File: src/rtl/key_debounce_pkg.sv
// ============================================================================
// Module   : key_debounce_pkg
// Purpose  : Shared definitions for the key debounce / edge-pulse block:
//            the per-channel FSM state encoding and default parameter values.
// Ports    : none (package)
// Options  : KEY_AUTOREPEAT_EN is consumed by key_debounce_channel
// Revision : 1.0 - initial release
// ============================================================================
`default_nettype none

package key_debounce_pkg;

    // Per-channel debounce FSM. The MSB equals "key is (or was) down", so the
    // stable states S_UP/S_DOWN differ from their debounce states only in bit 0.
    typedef enum logic [1:0] {
        S_UP       = 2'b00,
        S_DEB_DOWN = 2'b01,
        S_DOWN     = 2'b10,
        S_DEB_UP   = 2'b11
    } state_t;

    // Defaults sized for a 50 MHz clock.
    localparam int C_DEF_NUM_KEYS        = 2;
    localparam int C_DEF_DEBOUNCE_CYCLES = 1000000;   // 20 ms
    localparam int C_DEF_CNT_W           = 25;
    localparam int C_DEF_REPEAT_DELAY    = 25000000;  // 500 ms
    localparam int C_DEF_REPEAT_PERIOD   = 5000000;   // 100 ms

endpackage : key_debounce_pkg

`default_nettype wire

File: src/rtl/key_debounce_channel.sv
// ============================================================================
// Module   : key_debounce_channel
// Purpose  : One key channel: 2-flop synchronizer, debounce FSM with a
//            saturating cycle counter, registered level and one-cycle
//            press/release pulses.
// Ports    : clk_i      - system clock (rising edge)
//            rst_n_i    - synchronous active-low reset
//            key_raw_i  - raw asynchronous key pin, 0 = pressed
//            level_o    - debounced level, 1 = released
//            press_o    - one-cycle pulse on accepted 1->0
//            release_o  - one-cycle pulse on accepted 0->1
// Options  : `define KEY_AUTOREPEAT_EN adds periodic press pulses while held
// Revision : 1.0 - initial release
// ============================================================================
`default_nettype none

module key_debounce_channel
    import key_debounce_pkg::*;
#(
    parameter int DEBOUNCE_CYCLES = C_DEF_DEBOUNCE_CYCLES,
    parameter int CNT_W           = C_DEF_CNT_W,
    parameter int REPEAT_DELAY    = C_DEF_REPEAT_DELAY,
    parameter int REPEAT_PERIOD   = C_DEF_REPEAT_PERIOD
) (
    input  logic clk_i,
    input  logic rst_n_i,
    input  logic key_raw_i,
    output logic level_o,
    output logic press_o,
    output logic release_o
);

    // Terminal counts: the counter stops here, so it can never wrap.
    localparam logic [CNT_W-1:0] C_DEB_LAST = CNT_W'(DEBOUNCE_CYCLES - 1);

    // Every cycle count must be at least 1 and its terminal value must fit
    // in the counter.
    if ((DEBOUNCE_CYCLES < 1) || (REPEAT_DELAY < 1) || (REPEAT_PERIOD < 1) ||
        (((DEBOUNCE_CYCLES - 1) >> CNT_W) != 0) ||
        (((REPEAT_DELAY - 1) >> CNT_W) != 0) ||
        (((REPEAT_PERIOD - 1) >> CNT_W) != 0)) begin : g_cfg_check
        $error("key_debounce_channel: cycle counts out of range for CNT_W");
    end

    logic             meta_q;
    logic             sync_q;
    state_t           state_q;
    logic [CNT_W-1:0] cnt_q;
    logic             level_q;
    logic             press_q;
    logic             release_q;

`ifdef KEY_AUTOREPEAT_EN
    localparam logic [CNT_W-1:0] C_RPT_DLY_LAST = CNT_W'(REPEAT_DELAY - 1);
    localparam logic [CNT_W-1:0] C_RPT_PER_LAST = CNT_W'(REPEAT_PERIOD - 1);

    logic [CNT_W-1:0] rpt_cnt_q;
    // Set after the first repeat pulse: later pulses use the shorter period.
    logic             rpt_armed_q;
`endif

    always_ff @(posedge clk_i) begin
        if (!rst_n_i) begin
            meta_q    <= 1'b1;
            sync_q    <= 1'b1;
            state_q   <= S_UP;
            cnt_q     <= '0;
            level_q   <= 1'b1;
            press_q   <= 1'b0;
            release_q <= 1'b0;
`ifdef KEY_AUTOREPEAT_EN
            rpt_cnt_q   <= '0;
            rpt_armed_q <= 1'b0;
`endif
        end else begin
            meta_q    <= key_raw_i;
            sync_q    <= meta_q;
            press_q   <= 1'b0;
            release_q <= 1'b0;

            case (state_q)
                S_UP: begin
                    if (!sync_q) begin
                        state_q <= S_DEB_DOWN;
                        cnt_q   <= '0;
                    end
                end

                S_DEB_DOWN: begin
                    if (sync_q) begin
                        // Bounce: the low level did not last long enough.
                        state_q <= S_UP;
                    end else if (cnt_q == C_DEB_LAST) begin
                        state_q <= S_DOWN;
                        level_q <= 1'b0;
                        press_q <= 1'b1;
`ifdef KEY_AUTOREPEAT_EN
                        rpt_cnt_q   <= '0;
                        rpt_armed_q <= 1'b0;
`endif
                    end else begin
                        cnt_q <= cnt_q + CNT_W'(1);
                    end
                end

                S_DOWN: begin
                    if (sync_q) begin
                        state_q <= S_DEB_UP;
                        cnt_q   <= '0;
                    end
`ifdef KEY_AUTOREPEAT_EN
                    else if (rpt_cnt_q == (rpt_armed_q ? C_RPT_PER_LAST
                                                       : C_RPT_DLY_LAST)) begin
                        press_q     <= 1'b1;
                        rpt_cnt_q   <= '0;
                        rpt_armed_q <= 1'b1;
                    end else begin
                        rpt_cnt_q <= rpt_cnt_q + CNT_W'(1);
                    end
`endif
                end

                S_DEB_UP: begin
                    // The repeat counter is left untouched here so that a
                    // rejected release bounce resumes the repeat cadence.
                    if (!sync_q) begin
                        state_q <= S_DOWN;
                    end else if (cnt_q == C_DEB_LAST) begin
                        state_q   <= S_UP;
                        level_q   <= 1'b1;
                        release_q <= 1'b1;
                    end else begin
                        cnt_q <= cnt_q + CNT_W'(1);
                    end
                end

                default: state_q <= S_UP;
            endcase
        end
    end

    assign level_o   = level_q;
    assign press_o   = press_q;
    assign release_o = release_q;

endmodule : key_debounce_channel

`default_nettype wire

File: src/rtl/key_debounce_edge.sv
// ============================================================================
// Module   : key_debounce_edge
// Purpose  : Debounces the active-low DE0-Nano-SoC KEY pins and produces a
//            clean level plus one-cycle press/release pulses per key.
//            Each key is handled by an independent key_debounce_channel.
// Ports    : CLOCK_50    - system clock (rising edge)
//            RESET_N     - synchronous active-low reset
//            KEY         - raw key pins [NUM_KEYS], 0 = pressed
//            key_level   - debounced level [NUM_KEYS], 1 = released
//            key_press   - one-cycle pulse per accepted press [NUM_KEYS]
//            key_release - one-cycle pulse per accepted release [NUM_KEYS]
// Options  : `define KEY_AUTOREPEAT_EN enables auto-repeat press pulses
// Revision : 1.0 - initial release
// ============================================================================
`default_nettype none

module key_debounce_edge
    import key_debounce_pkg::*;
#(
    parameter int NUM_KEYS        = C_DEF_NUM_KEYS,
    parameter int DEBOUNCE_CYCLES = C_DEF_DEBOUNCE_CYCLES,
    parameter int CNT_W           = C_DEF_CNT_W,
    parameter int REPEAT_DELAY    = C_DEF_REPEAT_DELAY,
    parameter int REPEAT_PERIOD   = C_DEF_REPEAT_PERIOD
) (
    input  logic                CLOCK_50,
    input  logic                RESET_N,
    input  logic [NUM_KEYS-1:0] KEY,
    output logic [NUM_KEYS-1:0] key_level,
    output logic [NUM_KEYS-1:0] key_press,
    output logic [NUM_KEYS-1:0] key_release
);

    for (genvar g = 0; g < NUM_KEYS; g++) begin : g_key
        key_debounce_channel #(
            .DEBOUNCE_CYCLES (DEBOUNCE_CYCLES),
            .CNT_W           (CNT_W),
            .REPEAT_DELAY    (REPEAT_DELAY),
            .REPEAT_PERIOD   (REPEAT_PERIOD)
        ) u_chan (
            .clk_i     (CLOCK_50),
            .rst_n_i   (RESET_N),
            .key_raw_i (KEY[g]),
            .level_o   (key_level[g]),
            .press_o   (key_press[g]),
            .release_o (key_release[g])
        );
    end

endmodule : key_debounce_edge

`default_nettype wire

File: config.mk
export PLATFORM = sky130hd
export DESIGN_NAME = key_debounce_edge
export DESIGN_NICKNAME = d
export VERILOG_FILES = /design/src/rtl/key_debounce_pkg.sv /design/src/rtl/key_debounce_channel.sv /design/src/rtl/key_debounce_edge.sv
export SDC_FILE = /design/constraint.sdc
export NUM_CORES = 1
export LEC_CHECK = 0
export CORE_UTILIZATION = 30
export DETAILED_ROUTE_END_ITERATION = 12
export SLEW_MARGIN = 15
export SYNTH_ARGS = -nofsm -noshare
export SYNTH_HDL_FRONTEND = slang
export SYNTH_SLANG_ARGS = --single-unit
File: constraint.sdc
create_clock -name CLOCK_50 -period 3.85 [get_ports CLOCK_50]
set_clock_uncertainty 0.05 [all_clocks]
set_input_delay 0.77 -clock CLOCK_50 [delete_from_list [all_inputs] [get_ports CLOCK_50]]
set_output_delay 0.77 -clock CLOCK_50 [all_outputs]
set_load 0.05 [all_outputs]
==> results.sh <==
export IMPL_drt_vias_per_instance=5.56
export IMPL_dp_cells=523
export IMPL_cts_setup_buffers=0
export IMPL_synth_top_family_by_area="simple AND/OR/NAND/NOR gates"
export IMPL_setup_tns_ns=0
export IMPL_grt_busiest_layer="met2"
export IMPL_start_util_pct=31.0
export IMPL_finalMaxSlewViolations=0
export IMPL_syn_num_nets=403
export IMPL_post_cts_resize_count=0
export IMPL_first_pass_iters=4
export IMPL_die_w_microns=108
export IMPL_cts_root_buf="clkbuf_8"
export IMPL_yosysUniqueCellTypes=59
export IMPL_grt_first_pass_wirelength_mm=13.0
export IMPL_grt_max_degree=24
export IMPL_synthAdderAreaFrac_pct=0.741
export IMPL_regToRegSetupSlack_ns=1.34
export IMPL_fillers=1106
export IMPL_grtUsageTotal_pct=14.1
export IMPL_drive_gt1_share_pct=9.02
export IMPL_synth_cells=397
export IMPL_fin_area_sq_um=3700
export IMPL_die_h_microns=108
export IMPL_fmax_mhz=398
export IMPL_maxCapViolCount=0
export IMPL_setup_viol_count_final=0
export IMPL_cts_hold_fix_buffers=0
export IMPL_timing_hold_ws_ns=0.360
export IMPL_drc=0
export IMPL_overflow=0
export IMPL_use_met1_pct=19.0
export IMPL_run_status="completed"
export IMPL_crit_end="g_key[1].u_chan.cnt_q[13]"
export IMPL_final_common_cell="dfxtp_1"
export IMPL_synthMuxAreaShare_pct=1.33
export IMPL_synth_edf_count=0
export IMPL_cp_arrival_ns=2.72
export IMPL_rows=38
export IMPL_synth_compound_area_share_pct=16.3
export IMPL_end_kind="flip-flop"
export IMPL_nets=400
export IMPL_cp_max_fo=19
export IMPL_total_power_mw=1.29
export IMPL_synth_xor_area_share_pct=3.63
export IMPL_cellPowerDensity_nw_per_um2=349
export IMPL_syn_avg_cell_area_sq_um=8.50
export IMPL_antenna_found_initial=0
export IMPL_grt_use_met2_pct=22.0
export IMPL_dp_hpwl_mm=5.50
export IMPL_path_class="reg2reg"
export IMPL_yosys_warnings=0
export IMPL_synth_seq_cells=64
export IMPL_ys_seq_area_share_pct=38.0
export IMPL_start_kind="flip-flop"
export IMPL_power_leakage_nw=1.16
export IMPL_async_flop_share_pct=0
export IMPL_clock_sinks=64
export IMPL_layout_min_cycle_time_ns=2.51
export IMPL_maxSlewHeadroom_pct=25.3
export IMPL_netlist_area_sq_um=3380
export IMPL_synthToLayoutAreaGrowth_pct=9.75
export IMPL_rr_worst_depth=6
export IMPL_placed_area_sq_um=3510
export IMPL_grt_pass1_vias=2678
export IMPL_synth_simple_gate_area_share_pct=34.6
export IMPL_cts_tree="yes"
export IMPL_fin_cells=539
export IMPL_fin_crit_sh_pct=65.3
export IMPL_clk_pin_slew_ns=0.07
export IMPL_min_delay_path_class="reg2reg"
export IMPL_grt_util_met3_pct=3.13
export IMPL_hold_violations=0
export IMPL_diodes=0
export IMPL_io_pins=10
export IMPL_cts_path_max_buffers=2
export IMPL_mostFrequentLayoutCells="dfxtp_1, nand2_1, a21oi_1"
export IMPL_rsz0062_at_grt="false"
export IMPL_worst_ep_required_time_ns=4.05
export IMPL_synthFlopType="dfxtp_1"
export IMPL_vdd_ir_drop_max_mv=0.152
export IMPL_routabilityCongestion=0.787
export IMPL_core_area_sq_um=10900
export IMPL_worstSkewPairLatency_ns=0.35
export IMPL_via_count=2998
export IMPL_drt_iter0_markers=273
export IMPL_wl_mm=7.78
export IMPL_dieArea_sq_um=11700
export IMPL_timing_rr_end="g_key[1].u_chan.cnt_q[13]"
export IMPL_h_tree_depth=3
export IMPL_tightest_slew_ns=1.12
export IMPL_crit_start="g_key[1].u_chan.cnt_q[0]"
export IMPL_worstReg2RegStart="g_key[1].u_chan.cnt_q[0]"
export IMPL_wire_per_inst_microns=14.4
export IMPL_drtAntennaViolNets=0
export IMPL_cts_made_buffers=9
export IMPL_io_buffers=9
## through the flow
stage / util (%) / setup WS, ns
2_1_floorplan: - / 1.70
3_3_place_gp: 32.2 / 1.34
3_5_place_dp: 32.2 / 1.31
4_1_cts: 34.0 / 1.35
5_1_grt: 34.0 / 1.12
6_report: 34.0 / 1.34
## how the worst min path moves through the flow
stage	startpoint	end	slack [ns]	depth (start not counted)
final	g_key[0].u_chan.meta_q	g_key[0].u_chan.sync_q	0.36	1
after global routing	g_key[0].u_chan.meta_q	g_key[0].u_chan.sync_q	0.39	1
after CTS	g_key[0].u_chan.meta_q	g_key[0].u_chan.sync_q	0.37	1
after detailed placement	g_key[0].u_chan.meta_q	g_key[0].u_chan.sync_q	0.35	1
after global placement	g_key[0].u_chan.meta_q	g_key[0].u_chan.sync_q	0.35	1
after floorplan	g_key[0].u_chan.meta_q	g_key[0].u_chan.sync_q	0.34	1
## synth_stat cells, types with 8 or more instances
library cell  number  share of area (%)
or4_1             15                3.3
buf_4              8                1.8
o21ai_0           12                1.8
o31ai_1           11                2.4
and3_1             8                1.5
clkbuf_1          10                1.1
nand2b_1           8                1.5
nor3_1            15                2.2
a21oi_1           31                4.6
xor2_1            10                2.6
dfxtp_1           64                 38
nor2_1            25                2.8
nand3_1           22                3.3
nand4_1           13                2.4
nand2_1           34                3.8
## kinds of logic (layout without fill, tap and decap cells)
logic type,count (synthesis),count (layout)
adder cells (fa/ha/maj),2,2
buffers and inverters,33,35
AO/OA/AOI/OAI,87,87
AND/OR/NAND/NOR,193,193
flip-flops,64,64
XOR/XNOR,14,14
multiplexers,4,4
## flip-flops by register name (all words and copies together), names as in the netlist, named ones only
name                    flops
g_key.u_chan.press_o        2
g_key.u_chan.state_q        2
g_key.u_chan.meta_q         2
g_key.u_chan.sync_q         2
g_key.u_chan.release_o      2
g_key.u_chan.cnt_q         50
g_key.u_chan.level_o        2
## per-layer routing
layer  up-vias  routed length [microns]
met5         -                        0
li1       1488                        -
met1      1451                     3840
met3         8                      269
met2        51                     3570
met4         0                       99
## cell type report
cell class / instances / area [sq um] / share of cell area, %
timing repair buffer: 12 / 113 / 3.04
sequential: 64 / 1280 / 34.6
clock inverter: 5 / 56.3 / 1.52
clock buffer: 11 / 141 / 3.82
inverter: 7 / 26.3 / 0.709
multi-input combinational: 300 / 1910 / 51.6
tap: 140 / 175 / 4.73
## critical path, stage by stage (launching register included)
cell	delay (ns)
dfxtp_1	0.40
ha_1	0.23
and3_1	0.31
nand4_1	0.11
nor2_1	0.87
o311ai_0	0.31
o31ai_1	0.13
## power breakdown
part,switching (mW),internal (mW)
Sequential,0.00408,0.665
Clock,0.268,0.316
Combinational,0.0266,0.0129
Total,0.299,0.993
No activity file was read; power rests on OpenSTA's default activity.
